### src/rtl/dll_lock_seq_if.sv
// Handshake bundle between a lock controller and dll_lock_seq.
// master drives enable/config/DLL status; slave (the sequencer) drives requests and status.
interface dll_lock_seq_if #(
  parameter int unsigned TMO_W = 16
);
  logic             en;
  logic             ms_nsl;
  logic [TMO_W-1:0] cfg_timeout;
  logic             ms_rx_dll_lock;
  logic             sl_rx_dll_lock;
  logic             ms_rx_dll_lock_req;
  logic             sl_rx_dll_lock_req;
  logic             lock_ok;
  logic             lock_fail;
  logic             lock_lost;
  logic [1:0]       retry_cnt;
  logic [2:0]       state;

  modport master (
    output en, ms_nsl, cfg_timeout, ms_rx_dll_lock, sl_rx_dll_lock,
    input  ms_rx_dll_lock_req, sl_rx_dll_lock_req, lock_ok, lock_fail,
    input  lock_lost, retry_cnt, state
  );

  modport slave (
    input  en, ms_nsl, cfg_timeout, ms_rx_dll_lock, sl_rx_dll_lock,
    output ms_rx_dll_lock_req, sl_rx_dll_lock_req, lock_ok, lock_fail,
    output lock_lost, retry_cnt, state
  );
endinterface

### src/rtl/dll_lock_seq.sv
// DLL lock request sequencer: request, timeout, back-off/retry, lock-loss recovery.
// Define DLL_LOCK_SEQ_RETRY_EN to enable BACKOFF/retry; otherwise a timeout goes straight to FAIL.
module dll_lock_seq #(
  parameter int unsigned TMO_W       = 16,
  parameter int unsigned MAX_RETRY   = 3,
  parameter int unsigned BACKOFF_CYC = 8
) (
  input logic           clk,
  input logic           rst_n,
  dll_lock_seq_if.slave bus
);

`ifdef DLL_LOCK_SEQ_RETRY_EN
  localparam bit RETRY_EN = 1'b1;
`else
  localparam bit RETRY_EN = 1'b0;
`endif

  localparam int unsigned RW = ($clog2(MAX_RETRY + 2) > 2) ? $clog2(MAX_RETRY + 2) : 2;
  localparam int unsigned BW = ($clog2(BACKOFF_CYC + 1) > 1) ? $clog2(BACKOFF_CYC + 1) : 1;
  localparam logic [RW-1:0] RETRY_MAX = RW'(MAX_RETRY);
  localparam logic [BW-1:0] BO_LAST   = BW'(BACKOFF_CYC - 1);

  typedef enum logic [2:0] {
    ST_IDLE    = 3'd0,
    ST_REQ     = 3'd1,
    ST_LOCKED  = 3'd2,
    ST_BACKOFF = 3'd3,
    ST_FAIL    = 3'd4
  } state_t;

  state_t           st;
  logic             ms_s1, ms_s2, sl_s1, sl_s2;
  logic             sel_ms;
  logic             lk_s;
  logic [TMO_W-1:0] cnt;
  logic [TMO_W-1:0] cnt_nxt;
  logic [TMO_W-1:0] tmo_cap;
  logic             tmo_hit;
  logic [BW-1:0]    bo_cnt;
  logic [RW-1:0]    retry;
  logic             ms_req_q, sl_req_q, lock_ok_q, lock_fail_q, lock_lost_q;

  always_ff @(posedge clk or negedge rst_n) begin
    if (!rst_n) begin
      ms_s1 <= 1'b0;
      ms_s2 <= 1'b0;
      sl_s1 <= 1'b0;
      sl_s2 <= 1'b0;
    end else begin
      ms_s1 <= bus.ms_rx_dll_lock;
      ms_s2 <= ms_s1;
      sl_s1 <= bus.sl_rx_dll_lock;
      sl_s2 <= sl_s1;
    end
  end

  always_comb begin
    lk_s    = sel_ms ? ms_s2 : sl_s2;
    cnt_nxt = cnt + TMO_W'(1);
    tmo_hit = (tmo_cap != '0) && (cnt_nxt == tmo_cap);
  end

  always_ff @(posedge clk or negedge rst_n) begin
    if (!rst_n) begin
      st          <= ST_IDLE;
      sel_ms      <= 1'b0;
      cnt         <= '0;
      tmo_cap     <= '0;
      bo_cnt      <= '0;
      retry       <= '0;
      ms_req_q    <= 1'b0;
      sl_req_q    <= 1'b0;
      lock_ok_q   <= 1'b0;
      lock_fail_q <= 1'b0;
      lock_lost_q <= 1'b0;
    end else begin
      lock_lost_q <= 1'b0;
      if (!bus.en) begin
        st          <= ST_IDLE;
        ms_req_q    <= 1'b0;
        sl_req_q    <= 1'b0;
        lock_ok_q   <= 1'b0;
        lock_fail_q <= 1'b0;
      end else begin
        unique case (st)
          ST_IDLE: begin
            // side selection is frozen here for the whole sequence
            sel_ms   <= bus.ms_nsl;
            cnt      <= '0;
            tmo_cap  <= bus.cfg_timeout;
            retry    <= '0;
            ms_req_q <= bus.ms_nsl;
            sl_req_q <= !bus.ms_nsl;
            st       <= ST_REQ;
          end
          ST_REQ: begin
            if (lk_s) begin
              lock_ok_q <= 1'b1;
              st        <= ST_LOCKED;
            end else if (tmo_hit) begin
              ms_req_q <= 1'b0;
              sl_req_q <= 1'b0;
              if (RETRY_EN && (retry < RETRY_MAX)) begin
                bo_cnt <= '0;
                st     <= ST_BACKOFF;
              end else begin
                lock_fail_q <= 1'b1;
                st          <= ST_FAIL;
              end
            end else begin
              cnt <= cnt_nxt;
            end
          end
          ST_LOCKED: begin
            if (!lk_s) begin
              lock_lost_q <= 1'b1;
              lock_ok_q   <= 1'b0;
              cnt         <= '0;
              tmo_cap     <= bus.cfg_timeout;
              retry       <= '0;
              st          <= ST_REQ;
            end
          end
          ST_BACKOFF: begin
            if (bo_cnt == BO_LAST) begin
              retry    <= retry + RW'(1);
              cnt      <= '0;
              tmo_cap  <= bus.cfg_timeout;
              ms_req_q <= sel_ms;
              sl_req_q <= !sel_ms;
              st       <= ST_REQ;
            end else begin
              bo_cnt <= bo_cnt + BW'(1);
            end
          end
          ST_FAIL: begin
            lock_fail_q <= 1'b1;
          end
          default: begin
            ms_req_q <= 1'b0;
            sl_req_q <= 1'b0;
            st       <= ST_IDLE;
          end
        endcase
      end
    end
  end

  assign bus.ms_rx_dll_lock_req = ms_req_q;
  assign bus.sl_rx_dll_lock_req = sl_req_q;
  assign bus.lock_ok            = lock_ok_q;
  assign bus.lock_fail          = lock_fail_q;
  assign bus.lock_lost          = lock_lost_q;
  assign bus.state              = st;
  assign bus.retry_cnt          = !RETRY_EN ? 2'd0 :
                                  (retry > RW'(3)) ? 2'd3 : retry[1:0];

endmodule
### src/flat_wrapper.sv
// flat-port wrapper written by rule: the top's interface ports become plain ports
module dll_lock_seq_flat 
#(
  parameter int unsigned TMO_W       = 16,
  parameter int unsigned MAX_RETRY   = 3,
  parameter int unsigned BACKOFF_CYC = 8
)
  (clk, rst_n, bus_en, bus_ms_nsl, bus_cfg_timeout, bus_ms_rx_dll_lock, bus_sl_rx_dll_lock, bus_ms_rx_dll_lock_req, bus_sl_rx_dll_lock_req, bus_lock_ok, bus_lock_fail, bus_lock_lost, bus_retry_cnt, bus_state);
  dll_lock_seq_if #(.TMO_W(TMO_W)) bus_i ();
  input logic clk;
  input logic rst_n;
  input wire logic [$bits(bus_i.en)-1:0] bus_en;
  input wire logic [$bits(bus_i.ms_nsl)-1:0] bus_ms_nsl;
  input wire logic [$bits(bus_i.cfg_timeout)-1:0] bus_cfg_timeout;
  input wire logic [$bits(bus_i.ms_rx_dll_lock)-1:0] bus_ms_rx_dll_lock;
  input wire logic [$bits(bus_i.sl_rx_dll_lock)-1:0] bus_sl_rx_dll_lock;
  output wire logic [$bits(bus_i.ms_rx_dll_lock_req)-1:0] bus_ms_rx_dll_lock_req;
  output wire logic [$bits(bus_i.sl_rx_dll_lock_req)-1:0] bus_sl_rx_dll_lock_req;
  output wire logic [$bits(bus_i.lock_ok)-1:0] bus_lock_ok;
  output wire logic [$bits(bus_i.lock_fail)-1:0] bus_lock_fail;
  output wire logic [$bits(bus_i.lock_lost)-1:0] bus_lock_lost;
  output wire logic [$bits(bus_i.retry_cnt)-1:0] bus_retry_cnt;
  output wire logic [$bits(bus_i.state)-1:0] bus_state;
  assign bus_i.en = bus_en;
  assign bus_i.ms_nsl = bus_ms_nsl;
  assign bus_i.cfg_timeout = bus_cfg_timeout;
  assign bus_i.ms_rx_dll_lock = bus_ms_rx_dll_lock;
  assign bus_i.sl_rx_dll_lock = bus_sl_rx_dll_lock;
  assign bus_ms_rx_dll_lock_req = bus_i.ms_rx_dll_lock_req;
  assign bus_sl_rx_dll_lock_req = bus_i.sl_rx_dll_lock_req;
  assign bus_lock_ok = bus_i.lock_ok;
  assign bus_lock_fail = bus_i.lock_fail;
  assign bus_lock_lost = bus_i.lock_lost;
  assign bus_retry_cnt = bus_i.retry_cnt;
  assign bus_state = bus_i.state;
  dll_lock_seq #(.TMO_W(TMO_W), .MAX_RETRY(MAX_RETRY), .BACKOFF_CYC(BACKOFF_CYC)) u_core (.clk(clk), .rst_n(rst_n), .bus(bus_i));
endmodule
### config.mk
export PLATFORM = sky130hd
export DESIGN_NAME = dll_lock_seq_flat
export DESIGN_NICKNAME = d
export VERILOG_FILES = /design/src/rtl/dll_lock_seq_if.sv /design/src/rtl/dll_lock_seq.sv /design/src/flat_wrapper.sv
export SDC_FILE = /design/constraint.sdc
export NUM_CORES = 1
export LEC_CHECK = 0
export CORE_MARGIN = 2
export CORE_UTILIZATION = 35
export CTS_BUF_LIST = sky130_fd_sc_hd__clkbuf_16
export CTS_CLUSTER_SIZE = 30
export DETAILED_ROUTE_END_ITERATION = 12
export GPL_TIMING_DRIVEN = 0
export SYNTH_ARGS = -nofsm -noshare
export SYNTH_HDL_FRONTEND = slang
export SYNTH_SLANG_ARGS = --single-unit
### constraint.sdc
create_clock -name clk -period 3.6 [get_ports clk]
set_input_delay 1.08 -clock clk [delete_from_list [all_inputs] [get_ports clk]]
set_output_delay 1.08 -clock clk [all_outputs]
set_load 0.02 [all_outputs]
* Yosys cells after proc, flatten, opt, wreduce, memory -nomap -nowiden *
Index checks and enable logic that the tools add are counted.

operators by class
  equal/unequal tests = 20
  reduce and logical (&&, ||, !) cells = 16
  multipliers = 0
  add/sub/neg operators = 2
  bitwise gates (word level) = 1
  shifts and indexed selects = 0
  div/mod/pow operators = 0
  mux-type cells = 34
  $lt $le $gt $ge = 0

operators by type and width
  cell                                                             number
  16-bit 2-to-1 mux                                                6
  16-bit case mux with 4 select lines                              1
  16-bit case mux with 3 select lines                              1
  16-bit by 1-bit adder with 16-bit output, second input constant  1
  16-bit == test                                                   1
  1-bit 2-to-1 mux                                                 16
  16-bit nonzero test                                              1
  3-bit 2-to-1 mux                                                 5
  3-bit case mux with 5 select lines                               1
  4-bit AND reduction                                              3
  2-bit != test, second input constant                             5
  3-bit by 2-bit != test with 1-bit output, second input constant  3
  3-bit AND reduction                                              3
  1-bit case mux with 4 select lines                               2
  3-bit by 2-bit == test with 1-bit output, second input constant  2
  3-bit by 1-bit != test with 1-bit output, second input constant  2
  3-bit != test, second input constant                             2
  6-bit AND reduction                                              1
  4-bit by 1-bit adder with 4-bit output, second input constant    1
  4-bit by 3-bit == test with 1-bit output, second input constant  1
  4-bit by 2-bit != test with 1-bit output, second input constant  1
  1-bit case mux with 2 select lines                               2
  4-bit nonzero test                                               1
  3-bit by 1-bit == test with 1-bit output, second input constant  1
  9 further kinds                                                  10

word-level totals
  bits in latches = 0
  bits in writable memories = 0
  output and inout bits = 10
  word-level logic and storage cells = 87
  memories kept = 0
  input port bits = 22
  ROM bits = 0
  register bits = 49

* Logic depth before layout (Yosys ltp) *
Gate-level depths: netlist (run 1).

  depth in word-level cells = 7
  gate-level depth with buffers = 11

* Worst setup path before layout (run 1) *
OpenSTA, ideal clock, no wires.

  path kind = flip-flop to flip-flop
  start = register u_core.cnt[0]
  end = register u_core.cnt[8]
  setup slack = 1.009 ns
  cell stages (with the launch flop) = 10
  data arrival time = 2.467 ns
  buffers on the path = 0
  library setup time = 0.124 ns
  period minus slack after synthesis = 2.591 ns
  data required time = 3.476 ns
  cell sequence = dfrtp_1 ha_1 nand3_2 or4_4 xnor2_2 nor4_2 o211ai_4 nand4_4 nor4_1 a211o_1

on the way
  word-level cells in the longest chain between the ends = 5

RTL lines
  what                                        RTL line             RTL
  start, declared                             dll_lock_seq.sv:36   logic [TMO_W-1:0] cnt;
  start signal, assigned                      dll_lock_seq.sv:112  cnt <= cnt_nxt;
  16-bit by 1-bit adder with 16-bit output *  dll_lock_seq.sv:60   cnt_nxt = cnt + TMO_W'(1);
  16-bit == test                              dll_lock_seq.sv:61   tmo_hit = (tmo_cap != '0) && (cnt_nxt == tmo_cap);
  1-bit logical AND                           dll_lock_seq.sv:61
  2-bit != test (no line)                     -
  6-bit AND reduction (no line)               -

Every way passes the cells marked *; elsewhere a longest branch is shown, timed or not. The select of a mux whose other input is x is not followed.
A chain may end at the register's enable or synchronous reset.

* Worst setup path in the final report (run 1) *
  start = input port bus_en
  end = register u_core.tmo_cap[15]

on the way
  word-level cells in the longest chain between the ends = 1

RTL lines
  what                           RTL line             RTL
  start, declared                flat_wrapper.sv:12   input wire logic [$bits(bus_i.en)-1:0] bus_en;
  4-bit AND reduction (no line)  -
  end signal, assigned           dll_lock_seq.sv:91   tmo_cap <= bus.cfg_timeout;
  end signal, assigned           dll_lock_seq.sv:120  tmo_cap <= bus.cfg_timeout;
  end signal, assigned           dll_lock_seq.sv:129  tmo_cap <= bus.cfg_timeout;
  end, declared                  dll_lock_seq.sv:38   logic [TMO_W-1:0] tmo_cap;

No other way between the ends.

==> results of run 1 <==
-- layout by cell type, fill, tap and decap left out, types with 3 or more instances in the layout --
cell,count
sky130_fd_sc_hd__a21o_1,5
sky130_fd_sc_hd__a21oi_1,9
sky130_fd_sc_hd__a31oi_1,4
sky130_fd_sc_hd__a32oi_1,3
sky130_fd_sc_hd__buf_2,7
sky130_fd_sc_hd__buf_4,7
sky130_fd_sc_hd__clkbuf_1,6
sky130_fd_sc_hd__clkbuf_16,5
sky130_fd_sc_hd__clkdlybuf4s50_1,28
sky130_fd_sc_hd__clkinvlp_4,3
sky130_fd_sc_hd__dfrtp_1,49
sky130_fd_sc_hd__inv_1,8
sky130_fd_sc_hd__mux2_2,19
sky130_fd_sc_hd__nand2_1,19
sky130_fd_sc_hd__nand2b_1,4
sky130_fd_sc_hd__nand3_1,6
sky130_fd_sc_hd__nand3b_1,3
sky130_fd_sc_hd__nand4_1,7
sky130_fd_sc_hd__nor2_1,18
sky130_fd_sc_hd__nor2b_1,3
sky130_fd_sc_hd__nor3_1,9
sky130_fd_sc_hd__nor4_1,10
sky130_fd_sc_hd__nor4_2,3
sky130_fd_sc_hd__o21ai_0,5
sky130_fd_sc_hd__o21ai_1,3
sky130_fd_sc_hd__o311ai_0,3
sky130_fd_sc_hd__o311ai_1,7
sky130_fd_sc_hd__o31ai_1,9
sky130_fd_sc_hd__or3_1,3
sky130_fd_sc_hd__xnor2_1,13
sky130_fd_sc_hd__xor2_1,5
-- kinds of logic (layout without fill, tap and decap cells) --
logic type      after synthesis  after routing  share of synthesized area (%)
xor+xnor                     19             19                          5.875
compound gates               68             68                          18.01
other cells                   1              2                         0.1267
simple gates                100            100                          20.33
buf+inv                      29             67                          5.072
fa+ha+maj                     2              2                         0.8452
mux                          22             22                          8.326
flops                        49             49                          41.42
-- cells in the mapped netlist (all sizes together) (2+ instances only) --
library cell | count | share of area [%]
nor4b | 2 | 0.80
or3 | 3 | 0.63
a31o | 2 | 0.59
buf | 15 | 3.3
and3 | 2 | 0.42
nor4 | 13 | 3.4
a21oi | 10 | 1.8
o2111ai | 2 | 0.59
and2 | 2 | 0.42
nand4 | 9 | 2.9
o21ai | 8 | 1.4
dfrtp | 49 | 41
nand3b | 3 | 0.76
o311ai | 12 | 4.1
inv | 8 | 1.0
a21o | 5 | 1.3
o311a | 2 | 0.68
a31oi | 4 | 0.85
nor2 | 18 | 2.3
nor3 | 9 | 1.5
nand2 | 20 | 2.8
xor2 | 5 | 1.5
mux2 | 21 | 8.0
nand2b | 4 | 0.85
xnor2 | 14 | 4.4
ha | 2 | 0.85
clkbuf | 6 | 0.76
nor2b | 3 | 0.63
o31ai | 9 | 2.3
nand3 | 7 | 1.4
a32oi | 3 | 0.89
-- report_power, final --
part           internal (W)  switching, W  total, W
sequential         0.000680      0.000142  0.000822
combinational      0.000338      0.000359  0.000697
clock              0.000258      0.000216  0.000473
total               0.00128      0.000717   0.00199
-- worst max-delay path by stage --
| stage | slack (ps) | startpoint | to | depth (start not counted) |
|---|---|---|---|---|
| after global routing | 270 | bus_en | u_core.tmo_cap[14] | 8 |
| after global placement | -40 | rst_n | u_core.tmo_cap[1] | 1 |
| final | 420 | bus_en | u_core.tmo_cap[15] | 8 |
| after floorplan | 1010 | u_core.cnt[0] | u_core.cnt[8] | 9 |
| after detailed placement | 70 | bus_en | u_core.tmo_cap[15] | 8 |
| after CTS | 370 | bus_en | u_core.tmo_cap[15] | 8 |
-- layer usage --
metal	wire, um	vias up	global-route usage, %
met4	91	0	5.119
met1	3300	1181	22.64
met2	3444	29	27.97
li1	-	1175	-
met5	0	-	0
met3	158	7	1.879
-- area by class of cell --
type                            instances  share of cell area (%)
Sequential cell                        49                   34.56
Timing Repair Buffer                   30                   8.604
Multi-Input combinational cell        213                   44.75
Tap cell                              105                   3.702
Clock inverter                          3                  0.6347
Inverter                                8                  0.8463
Buffer                                 21                   3.385
Clock buffer                            5                   3.526
-- state kept, by name, summed over array words and instances (netlist names), 3 cells and up --
register / cells
u_core.bo_cnt: 4
u_core.bus.state: 3
u_core.cnt: 16
u_core.tmo_cap: 16
-- stage by stage --
stage                     setup WS [ps]  util, %  total power (W)  hold slack [ps]
after floorplan                    1009        -         0.001314            331.2
after global placement           -40.56    41.21         0.001515            331.7
after detailed placement          68.20    41.39         0.001533            334.7
after CTS                         372.7    43.19         0.002013            351.5
after global routing              266.6    43.19         0.002128            361.6
final                             415.4    43.19         0.001992            350.4
-- critical path: stages --
cell                              delay (ps)
sky130_fd_sc_hd__clkdlybuf4s50_1         420
sky130_fd_sc_hd__inv_1                   150
sky130_fd_sc_hd__nor2_1                  100
sky130_fd_sc_hd__o21ai_1                 350
sky130_fd_sc_hd__or2_2                   210
sky130_fd_sc_hd__clkbuf_1                330
sky130_fd_sc_hd__buf_2                   350
sky130_fd_sc_hd__mux2_2                  360
==> impl_metrics.yaml, run 1 <==
global_routing:
  grt_pass1_vias: 2380
  grt_pass1_wl_um: 11900
  largest_net_degree_at_the_start_of_global_routing: 28
  groute.usage.overall_pct: 16.69
  antenna_found_initial: 0
  grt_overflow: 0
die:
  initial_core_util_pct: 36.03
  floorplan.io_pins: 32
  chipHeight_um: 95.97
  rows: 33
  floorplan.die_area_sq_um: 9209
  coreArea_sq_um: 8217
  floorplan.die.width_um: 95.97
clock_tree:
  cts_htree_levels: 2
  quantity_of_hold_fixing_buffers_added_after_cts: 0
  path_clk_slew_ps: 70
  tritoncts_buffer_count: 5
  clock_tree_from_tritoncts: "built"
  number_of_setup_buffers_added_after_cts: 0
  cts.root.buffer_cell: "sky130_fd_sc_hd__clkbuf_16"
  insertion_delay_ps: 290
  cts-root-to-sink-buffers: 2
  clock_sinks: 49
  cts_repair_resize_count: 0
status:
  status: "finished clean"
yosys:
  ys_seq_area_share_pct: 41.42
  syn-mean-instance-area_sq_um: 10.21
  yosys_register_bits: 49
  synth_edf_count: 0
  synthesis.area_sq_um: 2960
  synthFlopType: "sky130_fd_sc_hd__dfrtp_1"
  synthCells: 290
  asyncSetResetFlopFracSynth_pct: 100.0
  post_synth_num_cell_types: 63
  synth-warning-count: 0
timing:
  max_slew.worst_pin.slew_ps: 959.8
  achievable-frequency_mhz: 314.0
  setup-tns-final_ps: 0
  setup-violations-final: 0
  finClkSkew_ps: 6.811
  worst_slew_margin_rel_pct: 34.18
  final_min_period_over_clock_period_pct: 88.46
  timing_max_transition_violations_final: 0
  rsz0062_at_grt: "false"
  timing_hold_violations_final: 0
  post-route-min-period_ps: 3185
worst_setup_path:
  worst-path-max-fanout: 10
  crit-reg2reg-capture: "u_core.bus.ms_rx_dll_lock_req"
  cp_data_arrival_time_ps: 3360
  reg2reg_slack_ps: 580
  rr_startpoint: "u_core.cnt[0]"
  crit_path_end_kind: "register"
  worstRegToRegCells: 9
  timing.setup.critical_path_class: "primary input to register"
  startpoint_type: "primary input"
  crit_required_ps: 3780
detailed_routing:
  drt_iter0_drc: 132
  routedWlPerCell_um: 16.12
  wirelength_um: 6994
  detail_route.drc_violations: 0
  vias: 2392
  routed_via_density: 5.512
  firstDrtPassIters: 4
  residual_antenna_violating_net_count_after_detailed_routing: 0
cells_and_area:
  area_growth_syn_to_layout_pct: 19.86
  final_area_sq_um: 3548
  multi_input_comb_area_sq_um: 1588
  sequential_cell_area_sq_um: 1226
  post_layout_nonfiller_instances: 434
  layout-drive-gt1-share_pct: 18.24
  final_nets: 352
  diodes: 0
  num-fill-cells: 801
pwr:
  cellLeakagePower_nw: 1.390
  power.ir.vdd_worst_mv: 0.2139
  p_per_area_nw_per_um2: 561.4
worst_hold_path:
  whs_path_depth: 0
  hold_end: "u_core.ms_s2"
  startpoint_of_the_most_critical_hold_path: "u_core.ms_s1"
  worstHoldPathType: "register to register"
placement:
  dpl-instance-area_sq_um: 3401
  dp_hpwl_um: 5138
  count_of_placed_standard_cells_including_taps: 426
  place_congestion: 0.8842
  io_buffers: 29
run:
  timing.max_cap.violations: 0
Note: power is estimated with default switching activity, not from simulation.
==> run 2: changes to the inputs <==
--- a/config.mk
+++ b/config.mk
@@ -8,6 +8,7 @@
 export CORE_MARGIN = 2
 export CORE_UTILIZATION = 35
 export CTS_BUF_LIST = sky130_fd_sc_hd__clkbuf_16
+export CTS_CLUSTER_DIAMETER = 60
 export CTS_CLUSTER_SIZE = 30
 export DETAILED_ROUTE_END_ITERATION = 12
 export GPL_TIMING_DRIVEN = 0
==> results of run 2 <==
The final DEF is identical to that of run 1; final timing and power are the same.
==> run 3: changes to the inputs <==
--- a/config.mk
+++ b/config.mk
@@ -11,7 +11,6 @@
 export CTS_CLUSTER_DIAMETER = 60
 export CTS_CLUSTER_SIZE = 30
 export DETAILED_ROUTE_END_ITERATION = 12
-export GPL_TIMING_DRIVEN = 0
 export SYNTH_ARGS = -nofsm -noshare
 export SYNTH_HDL_FRONTEND = slang
 export SYNTH_SLANG_ARGS = --single-unit
==> run 3 against run 2 <==
Non-clock buffer count shrank 20. Worst setup slack improved by 250 ps. Sequential power grew 2%. Largest power group unchanged.
==> impl_metrics.yaml, run 3 (same netlist as run 1, synthesis figures left out) <==
pwr:
  intPower_w: 0.001331
  pwr-share-clk_pct: 26.3
  p_sw_share_pct: 34.59
  seqPwrFrac_pct: 41.2
  power.ir.vdd_worst_mv: 0.1890
  power_frac_comb_pct: 32.6
  cellLeakagePower_nw: 1.325
  switching_power_w: 0.0007039
  p_per_area_nw_per_um2: 591.2
detailed_routing:
  vias: 2355
  residual_antenna_violating_net_count_after_detailed_routing: 0
  drt_iter0_drc: 138
  firstDrtPassIters: 4
  wirelength_um: 6711
  routed_via_density: 5.688
  routedWlPerCell_um: 16.21
  detail_route.drc_violations: 0
timing:
  final_min_period_over_clock_period_pct: 81.38
  finClkSkew_ps: 7.514
  rsz0062_at_grt: "false"
  timing_hold_violations_final: 0
  setup-violations-final: 0
  post-route-min-period_ps: 2930
  achievable-frequency_mhz: 341.3
  worst_slew_margin_rel_pct: 26.45
  timing_max_transition_violations_final: 0
  max_slew.worst_pin.slew_ps: 1103
  setup-tns-final_ps: 0
placement:
  place_congestion: 0.8086
  io_buffers: 29
  dp_hpwl_um: 4817
  dpl-instance-area_sq_um: 3276
clock_tree:
  clock_sinks: 49
  cts-root-to-sink-buffers: 2
  clock_tree_from_tritoncts: "built"
  number_of_setup_buffers_added_after_cts: 0
  quantity_of_hold_fixing_buffers_added_after_cts: 0
  cts_htree_levels: 2
  path_clk_slew_ps: 70
  cts_repair_resize_count: 0
  cts.root.buffer_cell: "sky130_fd_sc_hd__clkbuf_16"
  tritoncts_buffer_count: 5
  insertion_delay_ps: 290
worst_setup_path:
  critical_path.top_delay_family: "simple AND/OR/NAND/NOR gates"
  worst-path-buf-inv: 0
  cp_data_arrival_time_ps: 3110
  reg2reg_slack_ps: 670
  startpoint_type: "register"
  crit_required_ps: 3780
  critical_path.cell_chain: "ha_1, nand3_2, or4_4, xnor2_2, nor4_2, o211ai_4, nand2_4, nor2_1, mux2_2"
  crit_path_end_kind: "register"
  timing.setup.critical_path_class: "register to register"
  worst-path-max-fanout: 15
  crit_path_max_incr_delay_ps: 570
  critPathSlowestCell: "sky130_fd_sc_hd__or4_4"
global_routing:
  grt_pass1_vias: 2270
  grt_overflow: 0
  grt_pass1_wl_um: 11370
  groute.usage.overall_pct: 15.89
  busiest_layer_in_global_routing: "met2"
  use_met1_pct: 22.27
  globalRouteMet3Util_pct: 2.819
  largest_net_degree_at_the_start_of_global_routing: 50
  global_route.usage.met2_pct: 25.47
  antenna_found_initial: 0
cells_and_area:
  final_nets: 332
  layout_commonest_cell: "sky130_fd_sc_hd__dfrtp_1"
  final_area_sq_um: 3442
  largestRegisters: "u_core.cnt x16, u_core.tmo_cap x16, u_core.bo_cnt x4"
  layout_common_cells: "sky130_fd_sc_hd__dfrtp_1, sky130_fd_sc_hd__clkdlybuf4s50_1, sky130_fd_sc_hd__mux2_2, sky130_fd_sc_hd__nand2_1, sky130_fd_sc_hd__nor2_1"
  area_growth_syn_to_layout_pct: 16.27
  diodes: 0
  layout-drive-gt1-share_pct: 14.89
die:
  chipHeight_um: 95.97
  floorplan.die.width_um: 95.97
  floorplan.io_pins: 32
  coreArea_sq_um: 8217
  rows: 33
  initial_core_util_pct: 36.03
  floorplan.die_area_sq_um: 9209
status:
  status: "finished clean"
run:
  timing.max_cap.violations: 0
worst_hold_path:
  worstHoldPathType: "register to register"
-- run 3: cell types whose count changed in the layout (fill, tap and decap cells not counted), sizes merged --
cell      change
buf          -14
clkinvlp      -2
bufinv        +1
clkbuf        -6
clkinv        +1
-- run 3: cell type report --
type                    instances  area (sq um)
fillers                       778          4775
inverters                       8         30.03
flip-flops and latches         49          1226
repair buffers                 31         300.3
clock buffers                   5         125.1
clock inverters                 3         41.29
multi-input cells             213          1588
well taps                     105         131.4
-- run 3: path summary, 6_finish.rpt --
kind,from,endpoint,depth (start not counted)
worst min register to register,u_core.ms_s1,u_core.ms_s2,0
worst min-delay path,u_core.ms_s1,u_core.ms_s2,0
worst max-delay path,u_core.cnt[0],u_core.cnt[0],9
min in group asynchronous,rst_n,u_core.bo_cnt[3],1
max in group asynchronous,rst_n,u_core.tmo_cap[14],1
worst max register to register,u_core.cnt[0],u_core.cnt[0],9
-- run 3: power by group through the flow --
stage,registers [W],clock network [W],logic [W]
floorplan,0.000814,0,0.000499
global placement,0.000842,0,0.000657
detailed placement,0.000846,0,0.000662
CTS,0.000835,0.000549,0.000665
global route,0.000858,0.000565,0.000730
finish,0.000838,0.000534,0.000663
-- run 3: per-stage QoR --
step / util (%) / hold slack [ps] / power, W / std cells / setup WS, ps
after floorplan: - / 331.2 / 0.001314 / 291 / 1009
after global placement: 39.87 / 334.4 / 0.001498 / 406 / 564.5
after detailed placement: 39.87 / 338.5 / 0.001508 / 406 / 557.3
after CTS: 41.89 / 355.5 / 0.002049 / 414 / 673.4
after global routing: 41.89 / 368.7 / 0.002153 / 414 / 472.3
final: 41.89 / 352.5 / 0.002035 / 414 / 670.3
-- run 3: metal layers --
metal / vias up / share of wire, %
li1: 1130 / -
met1: 1171 / 47
met2: 49 / 49
met3: 5 / 3.2
met4: 0 / 0.86
met5: - / 0
